==> src/rtl/csa_operand_feeder_if.sv <==
// Accumulator-side handshake bundle: the feeder drives it as master, the
// carry-save accumulator sits on the slave side.
interface csa_operand_feeder_if #(
  parameter int INPUT_LENGTH  = 16,
  parameter int OUTPUT_LENGTH = 32
);
  logic [INPUT_LENGTH-1:0]  oAccA;
  logic                     oAccumulate;
  logic                     oTerminate;
  logic                     iAccReady;
  logic                     iAccDone;
  logic [OUTPUT_LENGTH-1:0] iAccRes;

  modport master (
    output oAccA, oAccumulate, oTerminate,
    input  iAccReady, iAccDone, iAccRes
  );

  modport slave (
    input  oAccA, oAccumulate, oTerminate,
    output iAccReady, iAccDone, iAccRes
  );
endinterface

==> src/rtl/csa_operand_feeder.sv <==
// Buffers operands and feeds them to the carry-save accumulator, then reports
// per-batch sums. Define CSA_FEEDER_OVF_EN to add the oOverflow batch-length flag.
module csa_operand_feeder #(
  parameter int INPUT_LENGTH  = 16,
  parameter int OUTPUT_LENGTH = 32,
  parameter int DEPTH         = 8,
  parameter int SETTLE_CYCLES = 2
) (
  input  logic                     iClk,
  input  logic                     iRst,
  input  logic [INPUT_LENGTH-1:0]  iData,
  input  logic                     iLast,
  input  logic                     iValid,
  output logic                     oReady,
  csa_operand_feeder_if.master     acc,
  output logic [OUTPUT_LENGTH-1:0] oSum,
  output logic                     oSumValid,
  output logic                     oBusy
`ifdef CSA_FEEDER_OVF_EN
  ,
  output logic                     oOverflow
`endif
);

  localparam int AW = $clog2(DEPTH);
  localparam int PW = AW + 1;
  localparam int SW = (SETTLE_CYCLES < 2) ? 1 : $clog2(SETTLE_CYCLES + 1);

  typedef enum logic [1:0] {s_FEED, s_SETTLE, s_TERM, s_WAIT} state_t;

  state_t                   r_state;
  logic [INPUT_LENGTH:0]    r_mem [DEPTH];
  logic [PW-1:0]            r_wrPtr;
  logic [PW-1:0]            r_rdPtr;
  logic                     r_ready;
  logic [SW-1:0]            r_settle;
  logic [INPUT_LENGTH-1:0]  r_accA;
  logic                     r_accumulate;
  logic                     r_terminate;
  logic [OUTPUT_LENGTH-1:0] r_prev;
  logic [OUTPUT_LENGTH-1:0] r_sum;
  logic                     r_sumValid;
  logic                     r_busy;

  logic                     w_empty;
  logic                     w_push;
  logic                     w_pop;
  logic [INPUT_LENGTH:0]    w_head;
  logic [PW-1:0]            w_wrPtrNext;
  logic [PW-1:0]            w_rdPtrNext;
  logic                     w_fullNext;
  logic                     w_emptyNext;

  assign w_empty     = (r_wrPtr == r_rdPtr);
  assign w_push      = iValid && r_ready;
  assign w_pop       = (r_state == s_FEED) && !w_empty && acc.iAccReady;
  assign w_head      = r_mem[r_rdPtr[AW-1:0]];
  assign w_wrPtrNext = r_wrPtr + PW'(w_push);
  assign w_rdPtrNext = r_rdPtr + PW'(w_pop);
  assign w_fullNext  = (w_wrPtrNext[PW-1] != w_rdPtrNext[PW-1]) &&
                       (w_wrPtrNext[AW-1:0] == w_rdPtrNext[AW-1:0]);
  assign w_emptyNext = (w_wrPtrNext == w_rdPtrNext);

  // oReady is registered from the post-update occupancy so it never lags a fill
  always_ff @(posedge iClk) begin
    if (iRst) begin
      r_wrPtr <= '0;
      r_rdPtr <= '0;
      r_ready <= 1'b0;
    end else begin
      r_wrPtr <= w_wrPtrNext;
      r_rdPtr <= w_rdPtrNext;
      r_ready <= !w_fullNext;
    end
  end

  always_ff @(posedge iClk) begin
    if (w_push) r_mem[r_wrPtr[AW-1:0]] <= {iLast, iData};
  end

  always_ff @(posedge iClk) begin
    if (iRst) begin
      r_state      <= s_FEED;
      r_settle     <= '0;
      r_accA       <= '0;
      r_accumulate <= 1'b0;
      r_terminate  <= 1'b0;
      r_prev       <= '0;
      r_sum        <= '0;
      r_sumValid   <= 1'b0;
      r_busy       <= 1'b0;
    end else begin
      r_accA       <= '0;
      r_accumulate <= 1'b0;
      r_terminate  <= 1'b0;
      r_sumValid   <= 1'b0;
      r_busy       <= 1'b1;
      case (r_state)
        s_FEED: begin
          r_busy <= !w_emptyNext;
          if (w_pop) begin
            r_accumulate <= 1'b1;
            r_accA       <= w_head[INPUT_LENGTH-1:0];
            if (w_head[INPUT_LENGTH]) begin
              r_settle <= SW'(SETTLE_CYCLES);
              r_state  <= s_SETTLE;
              r_busy   <= 1'b1;
            end
          end
        end
        s_SETTLE: begin
          r_settle <= r_settle - SW'(1);
          if (r_settle == SW'(1)) r_state <= s_TERM;
        end
        s_TERM: begin
          if (acc.iAccReady) begin
            r_terminate <= 1'b1;
            r_state     <= s_WAIT;
          end
        end
        s_WAIT: begin
          // The accumulator is never cleared, so the batch sum is the delta
          if (acc.iAccDone) begin
            r_sum      <= acc.iAccRes - r_prev;
            r_prev     <= acc.iAccRes;
            r_sumValid <= 1'b1;
            r_state    <= s_FEED;
            r_busy     <= !w_emptyNext;
          end
        end
        default: r_state <= s_FEED;
      endcase
    end
  end

`ifdef CSA_FEEDER_OVF_EN
  localparam int CW = OUTPUT_LENGTH - INPUT_LENGTH + 2;
  localparam logic [CW-1:0] OVF_BOUND = CW'(1) << (OUTPUT_LENGTH - INPUT_LENGTH);

  logic [CW-1:0] r_batchCnt;
  logic          r_overflow;

  // Counter saturates one past the no-wrap bound, which is all the flag needs
  always_ff @(posedge iClk) begin
    if (iRst) begin
      r_batchCnt <= '0;
      r_overflow <= 1'b0;
    end else if ((r_state == s_WAIT) && acc.iAccDone) begin
      r_overflow <= (r_batchCnt > OVF_BOUND);
      r_batchCnt <= '0;
    end else if (w_pop && (r_batchCnt <= OVF_BOUND)) begin
      r_batchCnt <= r_batchCnt + CW'(1);
    end
  end

  assign oOverflow = r_overflow;
`endif

  assign oReady          = r_ready;
  assign acc.oAccA       = r_accA;
  assign acc.oAccumulate = r_accumulate;
  assign acc.oTerminate  = r_terminate;
  assign oSum            = r_sum;
  assign oSumValid       = r_sumValid;
  assign oBusy           = r_busy;

endmodule

==> src/flat_wrapper.sv <==
// flat-port wrapper written by rule: the top's interface ports become plain ports
module csa_operand_feeder_flat 
#(
  parameter int INPUT_LENGTH  = 16,
  parameter int OUTPUT_LENGTH = 32,
  parameter int DEPTH         = 8,
  parameter int SETTLE_CYCLES = 2
)
  (iClk, iRst, iData, iLast, iValid, oReady, oSum, oSumValid, oBusy, acc_oAccA, acc_oAccumulate, acc_oTerminate, acc_iAccReady, acc_iAccDone, acc_iAccRes);
  csa_operand_feeder_if #(.INPUT_LENGTH(INPUT_LENGTH), .OUTPUT_LENGTH(OUTPUT_LENGTH)) acc_i ();
  input  logic iClk;
  input  logic iRst;
  input  logic [INPUT_LENGTH-1:0] iData;
  input  logic iLast;
  input  logic iValid;
  output logic oReady;
  output logic [OUTPUT_LENGTH-1:0] oSum;
  output logic oSumValid;
  output logic oBusy;
  output wire logic [$bits(acc_i.oAccA)-1:0] acc_oAccA;
  output wire logic [$bits(acc_i.oAccumulate)-1:0] acc_oAccumulate;
  output wire logic [$bits(acc_i.oTerminate)-1:0] acc_oTerminate;
  input wire logic [$bits(acc_i.iAccReady)-1:0] acc_iAccReady;
  input wire logic [$bits(acc_i.iAccDone)-1:0] acc_iAccDone;
  input wire logic [$bits(acc_i.iAccRes)-1:0] acc_iAccRes;
  assign acc_oAccA = acc_i.oAccA;
  assign acc_oAccumulate = acc_i.oAccumulate;
  assign acc_oTerminate = acc_i.oTerminate;
  assign acc_i.iAccReady = acc_iAccReady;
  assign acc_i.iAccDone = acc_iAccDone;
  assign acc_i.iAccRes = acc_iAccRes;
  csa_operand_feeder #(.INPUT_LENGTH(INPUT_LENGTH), .OUTPUT_LENGTH(OUTPUT_LENGTH), .DEPTH(DEPTH), .SETTLE_CYCLES(SETTLE_CYCLES)) u_core (.iClk(iClk), .iRst(iRst), .iData(iData), .iLast(iLast), .iValid(iValid), .oReady(oReady), .acc(acc_i), .oSum(oSum), .oSumValid(oSumValid), .oBusy(oBusy));
endmodule
==> config.mk <==
export PLATFORM = sky130hd
export DESIGN_NAME = csa_operand_feeder_flat
export DESIGN_NICKNAME = d
export VERILOG_FILES = /design/src/rtl/csa_operand_feeder_if.sv /design/src/rtl/csa_operand_feeder.sv /design/src/flat_wrapper.sv
export SDC_FILE = /design/constraint.sdc
export NUM_CORES = 1
export LEC_CHECK = 0
export CORE_UTILIZATION = 30
export CTS_BUF_LIST = sky130_fd_sc_hd__clkbuf_16
export DETAILED_ROUTE_END_ITERATION = 12
export SLEW_MARGIN = 15
export SYNTH_ARGS = -nofsm -noshare
export SYNTH_HDL_FRONTEND = slang
export SYNTH_SLANG_ARGS = --single-unit
==> constraint.sdc <==
create_clock -name iClk -period 9.35 [get_ports iClk]
set_input_delay 2.805 -clock iClk [delete_from_list [all_inputs] [get_ports iClk]]
set_output_delay 2.805 -clock iClk [all_outputs]
set_load 0.02 [all_outputs]
* Word-level counts from Yosys, hierarchy flattened
Memories as Yosys holds them, arrays and structs flattened. A register that Yosys moved wholly into a read port is not among the register bits.
Cells that the tools add are included.
** Storage, ports and cells
- Bits in registers :: 97
- RAM bits :: 136
- Input bits :: 54
- Output and inout port bits :: 53
- Word-level logic and storage cells :: 69
- Memories :: 1
** Operators by class
- Add/subtract/negate cells :: 4
- Equal/unequal tests :: 13
- Muxes and demuxes :: 19
- Bitwise logic cells :: 4
- Reduce and logical (&&, ||, !) cells :: 16
** Memory list
- u_core.r_mem :: depth 8, bits a word 17, rd ports 1, clocked after Yosys merged registers in 1, write ports 1, RTL line csa_operand_feeder.sv:32 : logic [INPUT_LENGTH:0] r_mem [DEPTH];
** Operator list (count)
- subtractor 32 bit :: 1
- 2-to-1 mux 2 bit :: 7
- adder 4 x 1 -> 4 bit :: 2
- == test 4 bit :: 2
- 2-to-1 mux 1 bit :: 8
- one-hot mux 2 bit (4 select lines) :: 1
- != test 2 x 1 -> 1 bit (second input constant) :: 3
- OR reduction 2 bit :: 3
- AND reduction 5 bit :: 1
- == test 2 x 1 -> 1 bit (second input constant) :: 2
- == test 2 bit (second input constant) :: 2
- logical AND 1 bit :: 4
- != test 2 bit (second input constant) :: 2
- NOT 1 bit :: 4
- one-hot mux 2 bit (2 select lines) :: 1
- == test 3 bit :: 1
- zero test 1 bit :: 3
- 2-to-1 mux 3 bit :: 1
- AND reduction 3 bit :: 1
- OR reduction 3 bit :: 1
- zero test 2 bit :: 1
- one-hot mux 1 bit (2 select lines) :: 1
- AND reduction 2 bit :: 1
- nonzero test 2 bit :: 1
- 2 further kinds :: 2

* Longest topological paths before layout
- Word-level depth :: 10
- Depth in mapped cells :: 15

* Worst setup path after synthesis
OpenSTA, ideal clock, no wires.
- Kind :: input -> register
- From :: input acc_iAccRes[0]
- To :: register u_core.r_sum[24] (netlist: u_core.oSum[24])
- Arrival :: 4795 ps
- Data required time :: 9228 ps
- Slack :: 4433 ps
- Stages :: 11
- Path buffers :: 0
- Path through :: inv_1 > ha_1 > fa_1 > nor2b_4 > o211ai_2 > a21oi_4 > o31ai_2 > a21o_1 > and2_1 > o2111a_1 > a221o_1
** Between the ends
- Cells in the longest elaborated chain, start to end :: 1
** RTL lines
- start: declaration :: RTL line flat_wrapper.sv:25 : input wire logic [$bits(acc_i.iAccRes)-1:0] acc_iAccRes;
- subtractor 32 bit :: RTL line csa_operand_feeder.sv:124 : r_sum <= acc.iAccRes - r_prev;
- end signal: assignment :: RTL line csa_operand_feeder.sv:124
- end: declaration :: RTL line csa_operand_feeder.sv:41 : logic [OUTPUT_LENGTH-1:0] r_sum;
No other way between the ends.
A chain may end at the register's enable or synchronous reset.

* Worst setup path in the final report
- From :: input acc_iAccRes[0]
- To :: register u_core.r_sum[30] (netlist: u_core.oSum[30])
The elaborated chain is that of the path after synthesis.

==> flow_summary.yaml <==
logic_synthesis:
  ys_seq_area_share_pct: 57.7
  yosys.cell_types.count: 68
  syn_nets: 980
  ys_top_cells_by_area: "edfxtp_1 (39%), dfxtp_1 (19%), mux4_2 (7.3%), ha_1 (4.9%), nand2_1 (4.6%)"
  ys.flop_type: "edfxtp_1"
  yosysMostFrequentCell: "edfxtp_1"
  synth_top_area_share_pct: 39.1
  async_flop_share_pct: 0
  syn-mean-instance-area_um2: 11.8
  yosys_warnings: 0
  synth_area_leader_cell: "edfxtp_1"
  synth_edf_count: 136
  syn-cell-area_um2: 10500
  netlist_instances: 884
  synth-seq-cells: 233
  synth_common_cells: "edfxtp_1 (136), nand2_1 (129), dfxtp_1 (97), a21oi_1 (78), nor2_1 (63)"
routing:
  route.detailed.wl_per_inst_um: 15.5
  route.detailed.drc: 0
  drt_iter0_markers: 377
  viasPerCell: 4.69
  dr.pass1.iters: 5
  vias: 6858
  postRouteAntennaNets: 0
  wirelength_mm: 22.6
floorplan:
  coreArea_um2: 33900
  dieArea_um2: 35600
  rows: 67
  ios: 107
  die_w_um: 189
  start_util_pct: 30.9
  fp.dieH_um: 189
timing:
  fin_crit_sh_pct: 54.0
  post-route-min-period_ns: 5.05
  fmax_mhz: 198
  skew_ns: 0.0142
  hold-worst-slack_ns: 0.445
  fin_ws_ns: 4.30
  relSlewSlack_pct: 47.4
  final-max-slew-violation-count: 0
  setup_violations: 0
  worst_slew_pin_slew_ns: 0.790
  rsz0062_at_grt: "false"
  hold_viol: 0
  setup_tns_ns: 0
setup_path:
  cp_max_fo: 4
  worstPathArrival_ns: 5.51
  end_kind: "flip-flop"
  start_kind: "primary input"
  crit_type: "in -> reg"
  worstPathRequired_ns: 9.81
  ff2ff_path_depth: 14
placed_design:
  dp_hpwl_mm: 14.5
  place_worst_setup_slack_ns: 3.73
  place.gp.congestion: 0.837
  io_buffers: 106
clock_network:
  clock_latency_ns: 0.54
  post_cts_buffers: 0
  htreeDepth: 1
  postCtsHoldBufs: 0
  root_buffer: "clkbuf_16"
  cts_max_path_buffers: 3
  cts_tree: "done"
  cts_resized: 0
  cts_inserted_buffers: 27
  cts.clk_slew.worst_paths_ns: 0.06
  cts.sinks: 233
finish:
  drive_gt1_share_pct: 10.3
  fin_util_pct: 37.7
  nets: 1088
  diodes: 0
  area_growth_pct: 22.2
global_routing:
  grt_antenna_before_repair: 0
  grt_pass1_vias: 6616
  grt_first_pass_wirelength_mm: 35.6
  grtUsageTotal_pct: 12.6
  gr-total-overflow: 0
  grt_max_degree: 66
min_path:
  hold_path_class: "reg -> reg"
  holdPathStages: 2
power:
  p_per_area_nw_per_um2: 189
  peakVddDrop_mv: 0.117
  power_leakage_nw: 4.31
run_status:
  status: "finished, final reports clean"
flow_run:
  maxCapViolCount: 0
## metrics by stage
stage          cell area [um2]  std cells  power [W]
6_report                 12800       1461    0.00241
5_1_grt                  12800       1461    0.00252
4_1_cts                  12800       1461    0.00245
3_5_place_dp             12000       1411    0.00148
3_3_place_gp             12000       1411    0.00148
2_1_floorplan            10500        884    0.00138
## per-layer routing
layer | share of wire, % | track usage (%) | vias up
met3 | 5.2 | 2.24 | 34
met5 | 0 | 0 | -
met1 | 46 | 16.5 | 3262
li1 | - | - | 3407
met2 | 47 | 21.4 | 155
met4 | 1.8 | 2.92 | 0
## flip-flops by register name, summed over array words and instances, names as in the netlist, 2 cells and up
register and cells:
u_core.r_settle 2, u_core.acc.oAccA 16, u_core.r_mem 136, u_core.r_rdPtr 4, u_core.r_state 2, u_core.r_prev 32
u_core.oSum 32, u_core.r_wrPtr 4
## kinds of logic (layout without fill, tap and decap cells)
| logic type | count (synthesis) | after routing | share of synthesized area (%) |
|---|---|---|---|
| DFF | 233 | 233 | 57.7 |
| adders and majority gates | 42 | 42 | 5.10 |
| AOI/OAI and AO/OA | 165 | 165 | 9.89 |
| muxes | 56 | 56 | 9.43 |
| xor gates and xnor gates | 32 | 32 | 2.68 |
| buffers and inverters | 91 | 220 | 3.95 |
| and+or+nand+nor | 265 | 265 | 11.3 |
## area by class of cell
type,instances,area (um2)
inverters,51,191
well taps,448,561
repair buffers,119,1150
multi-input cells,560,4030
clock buffers,27,676
clock inverters,23,135
flip-flops and latches,233,6030
fillers,3316,21100
## final timing paths
path                           from              end  slack [ns]
setup / recovery     acc_iAccRes[0]  u_core.oSum[30]        4.30
hold / removal      u_core.oSum[29]  u_core.oSum[29]        0.45
setup reg to reg  u_core.r_rdPtr[2]     u_core.oBusy        5.96
hold reg to reg     u_core.oSum[29]  u_core.oSum[29]        0.45
## power breakdown
part,switching (W),total (W),internal [W]
clock network,0.000408,0.000958,0.000550
registers,0.0000105,0.00112,0.00111
logic,0.000175,0.000332,0.000157
## critical path: stages
cell and delay [ns]:
clkdlybuf4s50_1 0.47, inv_1 0.04, ha_1 0.21, fa_1 0.43
nor2b_4 0.16, o211ai_2 0.12, a21oi_4 0.21, o21ai_1 0.10
a31oi_1 0.26, nor2_1 0.12, or4_1 0.48, o211ai_1 0.10
## cells in the final DEF (no fill, tap or decap), types with 3 or more instances in the layout
master	instances
o21ai_1	5
a21o_1	13
clkdlybuf4s50_1	105
nand2_1	128
edfxtp_1	136
xor2_1	15
o2111ai_1	3
xnor2_1	17
clkbuf_16	27
nor3_1	9
inv_1	63
nand2b_1	8
buf_4	13
nor2_1	63
a31oi_1	8
dfxtp_1	95
nand4_1	5
clkinv_1	6
mux2i_1	22
nand3_1	16
o21a_1	3
nand2_2	3
nand3b_1	3
a211oi_1	13
ha_1	41
and2_1	4
nor2b_1	5
o21ai_0	16
mux4_2	34
a21oi_1	78
No activity file was read; power rests on OpenSTA's default activity.
==> RTL change: new RTL, config.mk and constraints unchanged <==
Encoding of `state_t`: now one-hot (4 bits for 4 states).
--- a/src/rtl/csa_operand_feeder.sv
+++ b/src/rtl/csa_operand_feeder.sv
@@ -26,7 +26,7 @@
   localparam int PW = AW + 1;
   localparam int SW = (SETTLE_CYCLES < 2) ? 1 : $clog2(SETTLE_CYCLES + 1);
 
-  typedef enum logic [1:0] {s_FEED, s_SETTLE, s_TERM, s_WAIT} state_t;
+  typedef enum logic [3:0] {s_FEED = 4'b0001, s_SETTLE = 4'b0010, s_TERM = 4'b0100, s_WAIT = 4'b1000} state_t;
 
   state_t                   r_state;
   logic [INPUT_LENGTH:0]    r_mem [DEPTH];
Behaviour: no difference found for any inputs over 4 cycles, from zero or initial values and one cycle with iRst high; so few cycles prove little.
==> RTL change against the unedited design <==
Synthesized area shrank 1.8%. Setup slack got worse by 0.13 ns. Sequential cell count increased by 2. Design area is 1.8% lower. Total power fell by 7.6%. Utilization fell by 0.40 points. Die area is 1.8% lower. Critical path depth unchanged. Non-clock buffer count grew 1. Wire length rose by 1.7%. Sequential power about the same. Count of clock-buffer cells in the layout decreased by 2. Register-to-register slack improved by 0.71 ns. Final cell count down 3.2%. Critical path type unchanged.
==> RTL change: results (changes against the unedited design) <==
- The flow ran to the end, and the final reports show no timing, DRC or antenna violations.
* Critical path peak fanout: 3 (-1)
- The largest clock skew in the final design came to 0.01502 ns (+0.0008081 ns).
* Vias in the first global route: 6794 (+2.7%)
* Post-Route WL: 23.03 mm (+1.7%)
- Clock root buffer: sky130_fd_sc_hd__clkbuf_16
* Number of antenna violations at the first check in global routing: 1 (+1)
- Async set or reset register ratio after synthesis: 0% (unchanged)
- The switching component of the power was 519.6 uW (-12%).
- TritonCTS Buffers: 25 (-7.4%)
* Number of filler cells placed in the layout: 3248 (-2.1%)
* Number of buffers added to fix hold violations after cts: 0 (unchanged)
* Via density: 4.731 (+0.79%)
- Post-Synthesis Mean Instance Area: 12.13 um2 (+2.6%)
- Tightest Hold Check Type: reg -> reg
- The share of the clock period used by the worst path after layout is 55.31% (+1.4 points).
- The synthesized net count came to 937 (-4.4%).
- Share of final-layout standard cells stronger than drive strength 1: 10.36% (+0.096 points)
- First-pass GRT wire length: 37.03 mm (+4.0%)
- Post-CTS Setup Repair Bufs: 0 (unchanged)
- The count of yosys warnings during synthesis was 0 (unchanged).
- Counting instances in the post-synthesis netlist gives the leading cell types as 136 x sky130_fd_sc_hd__edfxtp_1, 113 x sky130_fd_sc_hd__nand2_1, 99 x sky130_fd_sc_hd__dfxtp_1, 82 x sky130_fd_sc_hd__a21oi_1, 51 x sky130_fd_sc_hd__nor2_1.
* Pin count of the biggest net entering global routing: 60 (-9.1%)
- Max transition margin: 42.07% (-5.3 points)
- Length in cells of the worst reg-to-reg path: 11 (-3)
- Detail-routed net length per standard cell: 16.29 um (+5.1%)
- Leakage dissipation: 0.004076 uW (-5.4%)
- The maximum vdd ir drop came to 0.1356 mV (+16%).
- After synthesis, the cell types taking the most area are sky130_fd_sc_hd__edfxtp_1 40%, sky130_fd_sc_hd__dfxtp_1 19%, sky130_fd_sc_hd__mux4_2 7.5%.
- The minimum setup slack after placement came to 3.629 ns (-0.09648 ns).
- The last weighted congestion value of the routability-driven placer came to 0.8217 (-1.8%).
- Arrival time worst endpoint: 5.59 ns (+0.08 ns)
- The hold-critical path depth was 2 (unchanged).
- The initial detailed-routing violation count is 302 (-20%).
* Global-route usage over all layers: 13.23% (+0.67 points)
* Tightest hold margin: 0.4513 ns (+0.005999 ns)
- The half-perimeter wire length after placement came to 14.89 mm (+2.9%).
- Clock slew at reported path FFs: 0.06 ns (about the same)
- The final layout net count is 1041 (-4.3%).
* Sequential area share after synthesis: 59.12% (+1.5 points)
- The flop-to-flop setup slack was 6.67 ns (+0.71 ns).
- Number of library cell types mapped by synthesis: 62 (-8.8%)
-- RTL change: changes by cell type in the layout (fill, tap and decap cells not counted), moves of 5 or more --
cell                       unedited run  this run
sky130_fd_sc_hd__a211oi_1            13         6
sky130_fd_sc_hd__a22o_1               0        10
sky130_fd_sc_hd__ha_1                41        36
sky130_fd_sc_hd__inv_1               63        49
sky130_fd_sc_hd__mux2i_1             22        16
sky130_fd_sc_hd__nand2_1            128       113
sky130_fd_sc_hd__nor2_1              63        51
-- RTL change: layer usage --
| metal | vias up | part of all wire, % | routed length (um) | global-route usage [%] |
|---|---|---|---|---|
| li1 | 3287 | - | - | - |
| met5 | - | 0 | 0 | 0 |
| met3 | 36 | 4.9 | 1134 | 2.308 |
| met4 | 0 | 2.3 | 519 | 3.373 |
| met2 | 162 | 46 | 10650 | 22.07 |
| met1 | 3205 | 47 | 10730 | 17.75 |
-- RTL change: stage by stage --
stage               power [uW]  utilization (%)  area [um2]
finish                    2228            37.31       12540
global route              2321            37.30       12540
CTS                       2256            37.30       12540
detailed placement        1380            35.18       11830
global placement          1379            35.18       11830
floorplan                 1298                -       10260
-- RTL change: critical path, stage by stage --
cell and delay (ns):
sky130_fd_sc_hd__clkdlybuf4s50_1 0.49, sky130_fd_sc_hd__inv_1 0.05, sky130_fd_sc_hd__ha_1 0.22, sky130_fd_sc_hd__fa_1 0.38, sky130_fd_sc_hd__nor2b_1 0.24, sky130_fd_sc_hd__o211ai_2 0.14, sky130_fd_sc_hd__a21bo_2 0.24, sky130_fd_sc_hd__a211oi_2 0.27
sky130_fd_sc_hd__a21oi_1 0.19, sky130_fd_sc_hd__o31ai_1 0.28, sky130_fd_sc_hd__xor2_1 0.10, sky130_fd_sc_hd__a22o_1 0.18
-- RTL change: cells by family after synthesis --
group           count (synthesis)  synth area share [%]
flops                         235                 59.12
compound gates                171                 10.76
mux                            51                 9.134
buf+inv                        82                 3.110
simple gates                  233                 10.13
fa+ha+maj                      37                 4.585
xor+xnor                       37                 3.159
-- RTL change: cell type report --
type | instances | area share (%)
multi-input cells | 529 | 31.04
well taps | 448 | 4.470
clock inverters | 17 | 0.6784
repair buffers | 120 | 9.259
clock buffers | 25 | 4.989
diodes | 1 | 0.01995
inverters | 39 | 1.167
flip-flops and latches | 235 | 48.38
-- RTL change: power groups by stage --
stage                     Clock, uW  Sequential [uW]  Combinational (uW)
after floorplan                   0             1140                 155
after global placement            0             1140                 241
after detailed placement          0             1140                 242
after CTS                       897             1120                 243
after global routing            941             1120                 263
final                           873             1120                 240
-- RTL change: worst paths after layout --
path / startpoint / end
worst max register to register: u_core.r_rdPtr[0] / u_core.oBusy
worst min register to register: u_core.r_prev[5] / u_core.r_prev[5]
worst min-delay path: u_core.r_prev[5] / u_core.r_prev[5]
worst max-delay path: acc_iAccRes[0] / u_core.oSum[28]
